$ cat src/rtl/mem_loader_if.sv
// Byte-stream sink plus data-memory load-port bus for the mem_loader.
// The slave modport is the loader's view; master is the upstream source / memory side.
interface mem_loader_if;
  logic [7:0]  in_data;
  logic        in_valid;
  logic        in_ready;
  logic        LD;
  logic [31:0] WD;
  logic [31:0] A;

  modport slave (
    input  in_data,
    input  in_valid,
    output in_ready,
    output LD,
    output WD,
    output A
  );

  modport master (
    output in_data,
    output in_valid,
    input  in_ready,
    input  LD,
    input  WD,
    input  A
  );
endinterface

$ cat src/rtl/mem_loader.sv
// Framed byte-stream loader: assembles little-endian words, writes them through
// the core's load port with one LD pulse each and verifies an XOR checksum.
module mem_loader #(
  parameter logic [31:0] BASE_ADDR = 32'h0000_0000,
  parameter int unsigned MAX_WORDS = 1024
) (
  input  logic        clk,
  input  logic        rst,
  input  logic        start,
  mem_loader_if.slave bus,
  output logic        cpu_hold,
  output logic        done,
  output logic        err,
  output logic [15:0] words_loaded
);

  localparam logic [15:0] MAX_W = 16'(MAX_WORDS);

  typedef enum logic [2:0] {
    S_IDLE  = 3'd0,
    S_LEN0  = 3'd1,
    S_LEN1  = 3'd2,
    S_DATA  = 3'd3,
    S_WRITE = 3'd4,
    S_CHK   = 3'd5,
    S_DONE  = 3'd6,
    S_ERR   = 3'd7
  } state_e;

  state_e      state_q, state_d;
  logic [15:0] len_q, len_d;
  logic [1:0]  byte_cnt_q, byte_cnt_d;
  logic [31:0] word_q, word_d;
  logic [7:0]  chk_q, chk_d;
  logic [31:0] addr_q, addr_d;
  logic [15:0] words_q, words_d;
  logic        in_ready_q, in_ready_d;
  logic        ld_q, ld_d;
  logic [31:0] wd_q, wd_d;
  logic [31:0] a_q, a_d;
  logic        cpu_hold_q, cpu_hold_d;
  logic        done_q, done_d;
  logic        err_q, err_d;
  logic        xfer_s;
  logic [15:0] n_s;

  function automatic logic [7:0] chk_update(input logic [7:0] chk, input logic [7:0] b);
    return chk ^ b;
  endfunction

  function automatic logic [31:0] insert_byte(input logic [31:0] w, input logic [1:0] lane,
                                              input logic [7:0] b);
    logic [31:0] r;
    r = w;
    case (lane)
      2'd0:    r[7:0]   = b;
      2'd1:    r[15:8]  = b;
      2'd2:    r[23:16] = b;
      2'd3:    r[31:24] = b;
      default: r = w;
    endcase
    return r;
  endfunction

  // Next-state and next-output computation for the whole loader.
  always_comb begin
    state_d    = state_q;
    len_d      = len_q;
    byte_cnt_d = byte_cnt_q;
    word_d     = word_q;
    chk_d      = chk_q;
    addr_d     = addr_q;
    words_d    = words_q;
    ld_d       = 1'b0;
    wd_d       = wd_q;
    a_d        = a_q;
    cpu_hold_d = cpu_hold_q;
    done_d     = done_q;
    err_d      = err_q;
    xfer_s     = bus.in_valid & in_ready_q;
    n_s        = {bus.in_data, len_q[7:0]};

    case (state_q)
      S_IDLE, S_DONE, S_ERR: begin
        if (start) begin
          state_d    = S_LEN0;
          cpu_hold_d = 1'b1;
          done_d     = 1'b0;
          err_d      = 1'b0;
          words_d    = 16'd0;
          chk_d      = 8'd0;
          byte_cnt_d = 2'd0;
          addr_d     = BASE_ADDR;
        end else begin
          state_d = state_q;
        end
      end
      S_LEN0: begin
        if (xfer_s) begin
          len_d   = {8'd0, bus.in_data};
          state_d = S_LEN1;
        end else begin
          state_d = S_LEN0;
        end
      end
      S_LEN1: begin
        if (xfer_s) begin
          len_d = n_s;
          if (n_s > MAX_W) begin
            state_d = S_ERR;
            err_d   = 1'b1;
          end else if (n_s == 16'd0) begin
            state_d = S_CHK;
          end else begin
            state_d    = S_DATA;
            byte_cnt_d = 2'd0;
          end
        end else begin
          state_d = S_LEN1;
        end
      end
      S_DATA: begin
        if (xfer_s) begin
          word_d     = insert_byte(word_q, byte_cnt_q, bus.in_data);
          chk_d      = chk_update(chk_q, bus.in_data);
          byte_cnt_d = byte_cnt_q + 2'd1;
          if (byte_cnt_q == 2'd3) begin
            // Latch the bus values now so LD, WD and A are all registered in WRITE.
            state_d = S_WRITE;
            ld_d    = 1'b1;
            wd_d    = word_d;
            a_d     = addr_q;
          end else begin
            state_d = S_DATA;
          end
        end else begin
          state_d = S_DATA;
        end
      end
      S_WRITE: begin
        addr_d  = addr_q + 32'd4;
        words_d = words_q + 16'd1;
        if (words_d == len_q) begin
          state_d = S_CHK;
        end else begin
          state_d = S_DATA;
        end
      end
      S_CHK: begin
        if (xfer_s) begin
          if (bus.in_data == chk_q) begin
            state_d    = S_DONE;
            done_d     = 1'b1;
            cpu_hold_d = 1'b0;
          end else begin
            state_d = S_ERR;
            err_d   = 1'b1;
          end
        end else begin
          state_d = S_CHK;
        end
      end
      default: begin
        state_d = S_IDLE;
      end
    endcase

    case (state_d)
      S_LEN0, S_LEN1, S_DATA, S_CHK: in_ready_d = 1'b1;
      default:                       in_ready_d = 1'b0;
    endcase
  end

  // State and registered outputs; reset aborts any frame in progress.
  always_ff @(posedge clk or negedge rst) begin
    if (!rst) begin
      state_q    <= S_IDLE;
      len_q      <= 16'd0;
      byte_cnt_q <= 2'd0;
      word_q     <= 32'd0;
      chk_q      <= 8'd0;
      addr_q     <= 32'd0;
      words_q    <= 16'd0;
      in_ready_q <= 1'b0;
      ld_q       <= 1'b0;
      wd_q       <= 32'd0;
      a_q        <= 32'd0;
      cpu_hold_q <= 1'b0;
      done_q     <= 1'b0;
      err_q      <= 1'b0;
    end else begin
      state_q    <= state_d;
      len_q      <= len_d;
      byte_cnt_q <= byte_cnt_d;
      word_q     <= word_d;
      chk_q      <= chk_d;
      addr_q     <= addr_d;
      words_q    <= words_d;
      in_ready_q <= in_ready_d;
      ld_q       <= ld_d;
      wd_q       <= wd_d;
      a_q        <= a_d;
      cpu_hold_q <= cpu_hold_d;
      done_q     <= done_d;
      err_q      <= err_d;
    end
  end

  assign bus.in_ready  = in_ready_q;
  assign bus.LD        = ld_q;
  assign bus.WD        = wd_q;
  assign bus.A         = a_q;
  assign cpu_hold      = cpu_hold_q;
  assign done          = done_q;
  assign err           = err_q;
  assign words_loaded  = words_q;

endmodule

$ cat src/flat_wrapper.sv
// flat-port wrapper written by rule: the top's interface ports become plain ports
module mem_loader_flat 
#(
  parameter logic [31:0] BASE_ADDR = 32'h0000_0000,
  parameter int unsigned MAX_WORDS = 1024
)
  (clk, rst, start, cpu_hold, done, err, words_loaded, bus_in_data, bus_in_valid, bus_in_ready, bus_LD, bus_WD, bus_A);
  mem_loader_if bus_i ();
  input  logic clk;
  input  logic rst;
  input  logic start;
  output logic cpu_hold;
  output logic done;
  output logic err;
  output logic [15:0] words_loaded;
  input wire logic [$bits(bus_i.in_data)-1:0] bus_in_data;
  input wire logic [$bits(bus_i.in_valid)-1:0] bus_in_valid;
  output wire logic [$bits(bus_i.in_ready)-1:0] bus_in_ready;
  output wire logic [$bits(bus_i.LD)-1:0] bus_LD;
  output wire logic [$bits(bus_i.WD)-1:0] bus_WD;
  output wire logic [$bits(bus_i.A)-1:0] bus_A;
  assign bus_i.in_data = bus_in_data;
  assign bus_i.in_valid = bus_in_valid;
  assign bus_in_ready = bus_i.in_ready;
  assign bus_LD = bus_i.LD;
  assign bus_WD = bus_i.WD;
  assign bus_A = bus_i.A;
  mem_loader #(.BASE_ADDR(BASE_ADDR), .MAX_WORDS(MAX_WORDS)) u_core (.clk(clk), .rst(rst), .start(start), .bus(bus_i), .cpu_hold(cpu_hold), .done(done), .err(err), .words_loaded(words_loaded));
endmodule
$ cat config.mk
export PLATFORM = sky130hd
export DESIGN_NAME = mem_loader_flat
export DESIGN_NICKNAME = d
export VERILOG_FILES = /design/src/rtl/mem_loader_if.sv /design/src/rtl/mem_loader.sv /design/src/flat_wrapper.sv
export SDC_FILE = /design/constraint.sdc
export NUM_CORES = 1
export LEC_CHECK = 0
export CORE_ASPECT_RATIO = 0.9
export CORE_UTILIZATION = 30
export CTS_BUF_LIST = sky130_fd_sc_hd__clkbuf_4
export DETAILED_ROUTE_END_ITERATION = 10
export PLACE_DENSITY = 0.5
export SLEW_MARGIN = 20
export SYNTH_ARGS = -nofsm -noshare
export SYNTH_HDL_FRONTEND = slang
export SYNTH_SLANG_ARGS = --single-unit
$ cat constraint.sdc
create_clock -name clk -period 3.05 [get_ports clk]
set_input_delay 0.305 -clock clk [delete_from_list [all_inputs] [get_ports clk]]
set_output_delay 0.305 -clock clk [all_outputs]
set_load 0.01 [all_outputs]
======== Yosys cells after proc, flatten, opt, wreduce, memory -nomap -nowiden ========
Index checks and enable logic that the tools add are counted.
cells by class
  $add $sub $neg .......................... 3
  order comparisons ....................... 1
  equality and inequality tests ........... 26
  mux-type cells .......................... 48
  bitwise gates (word level) .............. 3
  reductions and logical operators ........ 20
operators by type and width
  operator                                              count
  case mux 16 bit (2 select lines)                      2
  case mux 32 bit (2 select lines)                      1
  2-to-1 mux 16 bit                                     3
  2-to-1 mux 8 bit                                      6
  adder 32 x 3 -> 32 bit, second input constant         1
  2-to-1 mux 32 bit                                     1
  2-to-1 mux 3 bit                                      7
  case mux 3 bit (6 select lines)                       1
  adder 16 x 1 -> 16 bit, second input constant         1
  equality test 16 bit                                  1
  > comparator 16 x 11 -> 1 bit, second input constant  1
  logical NOT 16 bit                                    1
  case mux 8 bit (2 select lines)                       1
  equality test 3 bit, second input constant            5
  2-to-1 mux 1 bit                                      15
  2-to-1 mux 2 bit                                      7
  equality test 3 x 2 -> 1 bit, second input constant   4
  != test 2 x 1 -> 1 bit, second input constant         6
  AND reduction 3 bit                                   4
  AND reduction 6 bit                                   2
  equality test 8 bit                                   1
  != test 2 bit, second input constant                  4
  nonzero test 2 bit                                    4
  bitwise XOR 8 bit                                     1
  other kinds (16)                                      21
word-level totals
  register bits after elaboration ......... 178
  bits of input ports ..................... 12
  output and inout port bits .............. 85

======== Longest topological paths before layout ========
  word-level depth ........................ 8
  mapped depth ............................ 9
  mapped depth without buffers ............ 8

======== Worst setup path after synthesis ========
Ideal clock, no wire load.
  path kind ............................... register to register
  from .................................... register u_core.words_q[0] (netlist: u_core.words_loaded[0])
  to ...................................... register u_core.state_q[2]
  arrival time ............................ 2.256 ns
  required time ........................... 2.977 ns
  slack ................................... 0.721 ns
  cell stages (with the launch flop) ...... 9
  cell sequence ........................... dfrtp_1 > ha_1 > nand2_1 > nor2_1 > xnor2_1 > o221ai_1 > or4_1 > a2111oi_2 > a2bb2oi_2
on the way
  cells in the longest elaborated chain, start to end .. 4
ends and longest elaborated chain
  what                             RTL line           RTL
  start, declared                  mem_loader.sv:36   logic [15:0] words_q, words_d;
  start signal, assigned           mem_loader.sv:198  words_q <= words_d;
  adder 16 x 1 -> 16 bit           mem_loader.sv:142  words_d = words_q + 16'd1;
  equality test 16 bit             mem_loader.sv:143  if (words_d == len_q) begin
  2-to-1 mux 3 bit                 mem_loader.sv:143
  case mux 3 bit (6 select lines)  mem_loader.sv:83   case (state_q)
  named net u_core.state_d[2]      mem_loader.sv:30   state_e state_q, state_d;
  end signal, assigned             mem_loader.sv:192  state_q <= state_d;
  end, declared                    mem_loader.sv:30
The timed path passes the listed nets, and every way through them passes these cells.
A chain may end at the register's enable or synchronous reset.

======== Worst setup path in the final report ========
Ends and elaborated chain as after synthesis.

==> parameters.txt <==
Parameter                              Value

STA
  Worst-Margin Slew ... 0.744 ns
  Setup total negative slack ... 0 ns
  Worst slew slack as a fraction of its limit ... 0.503
  Skew final ... 0.0263 ns
  Final number of hold-violating endpoints ... 0
  Fmax ... 0.364 GHz
  Number of pins with negative max-slew slack in the final report ... 0
  Final Worst Setup Slack ... 0.301 ns
  Setup repair after global routing missed its margin ... false
  # setup viols final ... 0
  Minimum clock period after layout ... 2.75 ns
  Period utilization ... 0.901

Placement
  # port buffers ... 94
  Post-place setup slack ... 0.338 ns
  DP Area ... 0.00928 sq mm
  Post-Place Cells ... 1255
  DP Wirelength ... 13700 um
  Final Wtd Congestion ... 0.831

Yosys
  Dominant combinational cell family by area after synthesis ... simple AND/OR/NAND/NOR gates
  Synth Area in Simple Gates ... 0.203
  Synth warnings ... 0
  Most used flip-flop cell after synthesis ... sky130_fd_sc_hd__dfrtp_1
  Post-synthesis adder-cell area fraction ... 0.00950
  Fraction of synthesized cell area in xor and xnor cells ... 0.0354
  Share of flip-flops with an asynchronous set or reset after synthesis ... 1.00
  Largest cells by area after synthesis ... sky130_fd_sc_hd__dfrtp_1 (53%), sky130_fd_sc_hd__nand2_1 (11%), sky130_fd_sc_hd__mux2i_1 (4.1%)
  Fraction of the yosys area taken by sequential cells ... 0.525
  Post-Syn Area ... 0.00791 sq mm
  Fraction of synthesized area in multiplexers ... 0.0747
  Number of enable-type register cells in the synthesized netlist ... 0
  Number of unique standard cell types used by synthesis ... 54
  Largest area contributor in the synthesized netlist ... sky130_fd_sc_hd__dfrtp_1
  Yosys top cell area share ... 0.525
  Share of the synthesized area in compound gates (AO/OA/AOI/OAI) ... 0.119
  Number of flip-flops and latches in the synthesized netlist ... 166
  Per-instance average area after synthesis ... 9.31 sq um
  Cell count after synthesis ... 849

Route
  Overall via count from detail_route ... 6269
  Count of routing violations after the opening detailed-route iteration ... 442
  Wire length per cell ... 15.5 um
  Via count normalized by instance count ... 4.87
  Detailed Route WL ... 20000 um
  Residual DRC count ... 0
  Initial DRT Pass Iterations ... 4
  Antenna viol nets, final ... 0

Floorplanning
  Die span in x ... 173 um
  Initial Utilization ... 0.310
  Y dimension of the die ... 156 um
  Number of ports placed on the die boundary ... 97
  Std-Cell Core Area ... 0.0255 sq mm
  Total die area ... 0.0270 sq mm
  Number of cell rows ... 55

Global routing
  Wire length of the first global-routing pass ... 33600 um
  Overall overflow remaining after global route ... 0
  Via count of the first global-routing pass ... 6157
  Initial antenna violation count ... 1
  Pin count of the biggest net entering global routing ... 81
  Aggregate global-route resource usage ... 0.156

Worst setup path
  Peak fanout along the critical path ... 9
  Element type at the critical path start ... flop
  Worst EP arrival ... 3.24 ns
  Critical Path RT ... 3.54 ns
  Critical path class ... flop to flop
  Worst setup EP type ... flop

Clock network
  Clock latency reported for the late side of the worst-skew pair ... 0.56 ns
  Number of buffers inserted by post-CTS setup repair ... 0
  Total CTS buffers ... 17
  Number of sinks driven by the clock tree ... 166
  Maximum buffer depth of the clock tree ... 2
  Clock tree from TritonCTS ... built
  Buffer cell driving the clock tree root ... sky130_fd_sc_hd__clkbuf_4
  CTS Hold Buffers Added ... 1
  Clock transition at the registers of the reported paths ... 0.15 ns
  Post-cts sizing count ... 0
  Clock H-tree levels ... 4

Power and ir drop
  Pleak ... 4.25 nW
  Worst ir drop on vdd ... 291 uV
  Design Power ... 0.00724 W
  Pwr Density ... 758 mW/mm^2

Layout
  Final Non-Filler Cells ... 1288
  Area Overhead vs Synth ... 20.8%
  Post-route design area ... 0.00955 sq mm
  Fraction of layout instances using a drive strength above 1 ... 0.0720
  Net count reported at finish ... 951

Outcome
  Status ... completed

Run
  Max-cap violation count ... 0

Hold path
  Worst hold-check path type ... input pin to async pin
-- logic make-up (layout without fill, tap and decap cells) --
logic type / count (synthesis) / in the layout
flops: 166 / 166
fa+ha+maj: 6 / 6
buf+inv: 65 / 160
other cells: 1 / 3
xor+xnor: 32 / 32
mux: 56 / 56
compound gates: 157 / 157
simple gates: 366 / 366
-- power breakdown --
part	switching [W]	internal (W)	total, W
Combinational	0.00138	0.00131	0.00270
Clock	0.000826	0.000408	0.00123
Sequential	0.000497	0.00281	0.00330
-- final timing paths --
kind | start | endpoint | slack, ns | depth (start not counted)
setup / recovery | u_core.words_loaded[0] | u_core.state_q[2] | 0.30 | 8
hold / removal | rst | u_core.word_q[5] | 0.26 | 2
setup reg to reg | u_core.words_loaded[0] | u_core.state_q[2] | 0.30 | 8
hold reg to reg | u_core.bus.A[20] | u_core.bus.A[20] | 0.49 | 2
max in group asynchronous | rst | u_core.byte_cnt_q[0] | 1.95 | 3
min in group clk | u_core.bus.A[20] | u_core.bus.A[20] | 0.49 | 2
-- state kept, by name, indices dropped and copies added (netlist names), 2 cells and up --
| register | count |
|---|---|
| u_core.addr_q | 30 |
| u_core.chk_q | 8 |
| u_core.word_q | 24 |
| u_core.bus.A | 30 |
| u_core.bus.WD | 32 |
| u_core.state_q | 3 |
| u_core.words_loaded | 16 |
| u_core.byte_cnt_q | 2 |
| u_core.len_q | 16 |
-- final cells by class --
class                   instances  area, sq um
diodes                          1         2.50
well taps                     342          428
clock buffers                  17          128
multi-input cells             619         3510
fillers                      2637        16000
clock inverters                14          130
inverters                      10         37.5
repair buffers                119         1160
flip-flops and latches        166         4150
-- critical path: stages, from the launching register on --
cell,delay [ns]
sky130_fd_sc_hd__dfrtp_1,0.52
sky130_fd_sc_hd__ha_1,0.31
sky130_fd_sc_hd__nand2_1,0.15
sky130_fd_sc_hd__nor2_1,0.26
sky130_fd_sc_hd__xnor2_1,0.16
sky130_fd_sc_hd__o221ai_1,0.11
sky130_fd_sc_hd__or4_1,0.43
sky130_fd_sc_hd__a2111oi_2,0.55
sky130_fd_sc_hd__a2bb2oi_2,0.18
-- placed cells by master, fill, tap and decap left out, types with 9 or more instances in the layout --
cell type,n
sky130_fd_sc_hd__nand3_1,40
sky130_fd_sc_hd__nor2_1,31
sky130_fd_sc_hd__o31ai_1,12
sky130_fd_sc_hd__a22o_1,11
sky130_fd_sc_hd__clkbuf_4,17
sky130_fd_sc_hd__clkdlybuf4s50_1,93
sky130_fd_sc_hd__nand2_1,228
sky130_fd_sc_hd__xor2_1,9
sky130_fd_sc_hd__dfrtp_1,166
sky130_fd_sc_hd__o21ai_1,42
sky130_fd_sc_hd__mux2_1,24
sky130_fd_sc_hd__o21ai_0,52
sky130_fd_sc_hd__mux2i_1,32
sky130_fd_sc_hd__a21oi_1,12
sky130_fd_sc_hd__xnor2_1,23
sky130_fd_sc_hd__and3_1,14
sky130_fd_sc_hd__nor3_1,10
sky130_fd_sc_hd__nand4_1,12
sky130_fd_sc_hd__buf_4,22
-- synthesized netlist by cell type (all sizes together), types with 11 or more instances --
master    n
a21oi    12
a22o     11
and3     14
clkbuf   46
dfrtp   166
mux2     24
mux2i    32
nand2   229
nand3    40
nand4    13
nor2     31
o21ai    95
o31ai    12
xnor2    23
-- layer usage --
metal  vias up  wire (um)  GRT usage
met4         0        167     0.0379
met1      3064      10300      0.232
met3        12        660     0.0300
li1       3086          -          -
met5         -          0          0
met2       107       8810      0.231
-- stage by stage --
stage | hold WS [ns] | util
4_1_cts | 0.251 | 0.374
5_1_grt | 0.267 | 0.374
2_1_floorplan | 0.00941 | -
3_5_place_dp | 0.324 | 0.363
6_report | 0.262 | 0.374
3_3_place_gp | 0.325 | 0.363
Note: power is estimated with default switching activity, not from simulation.
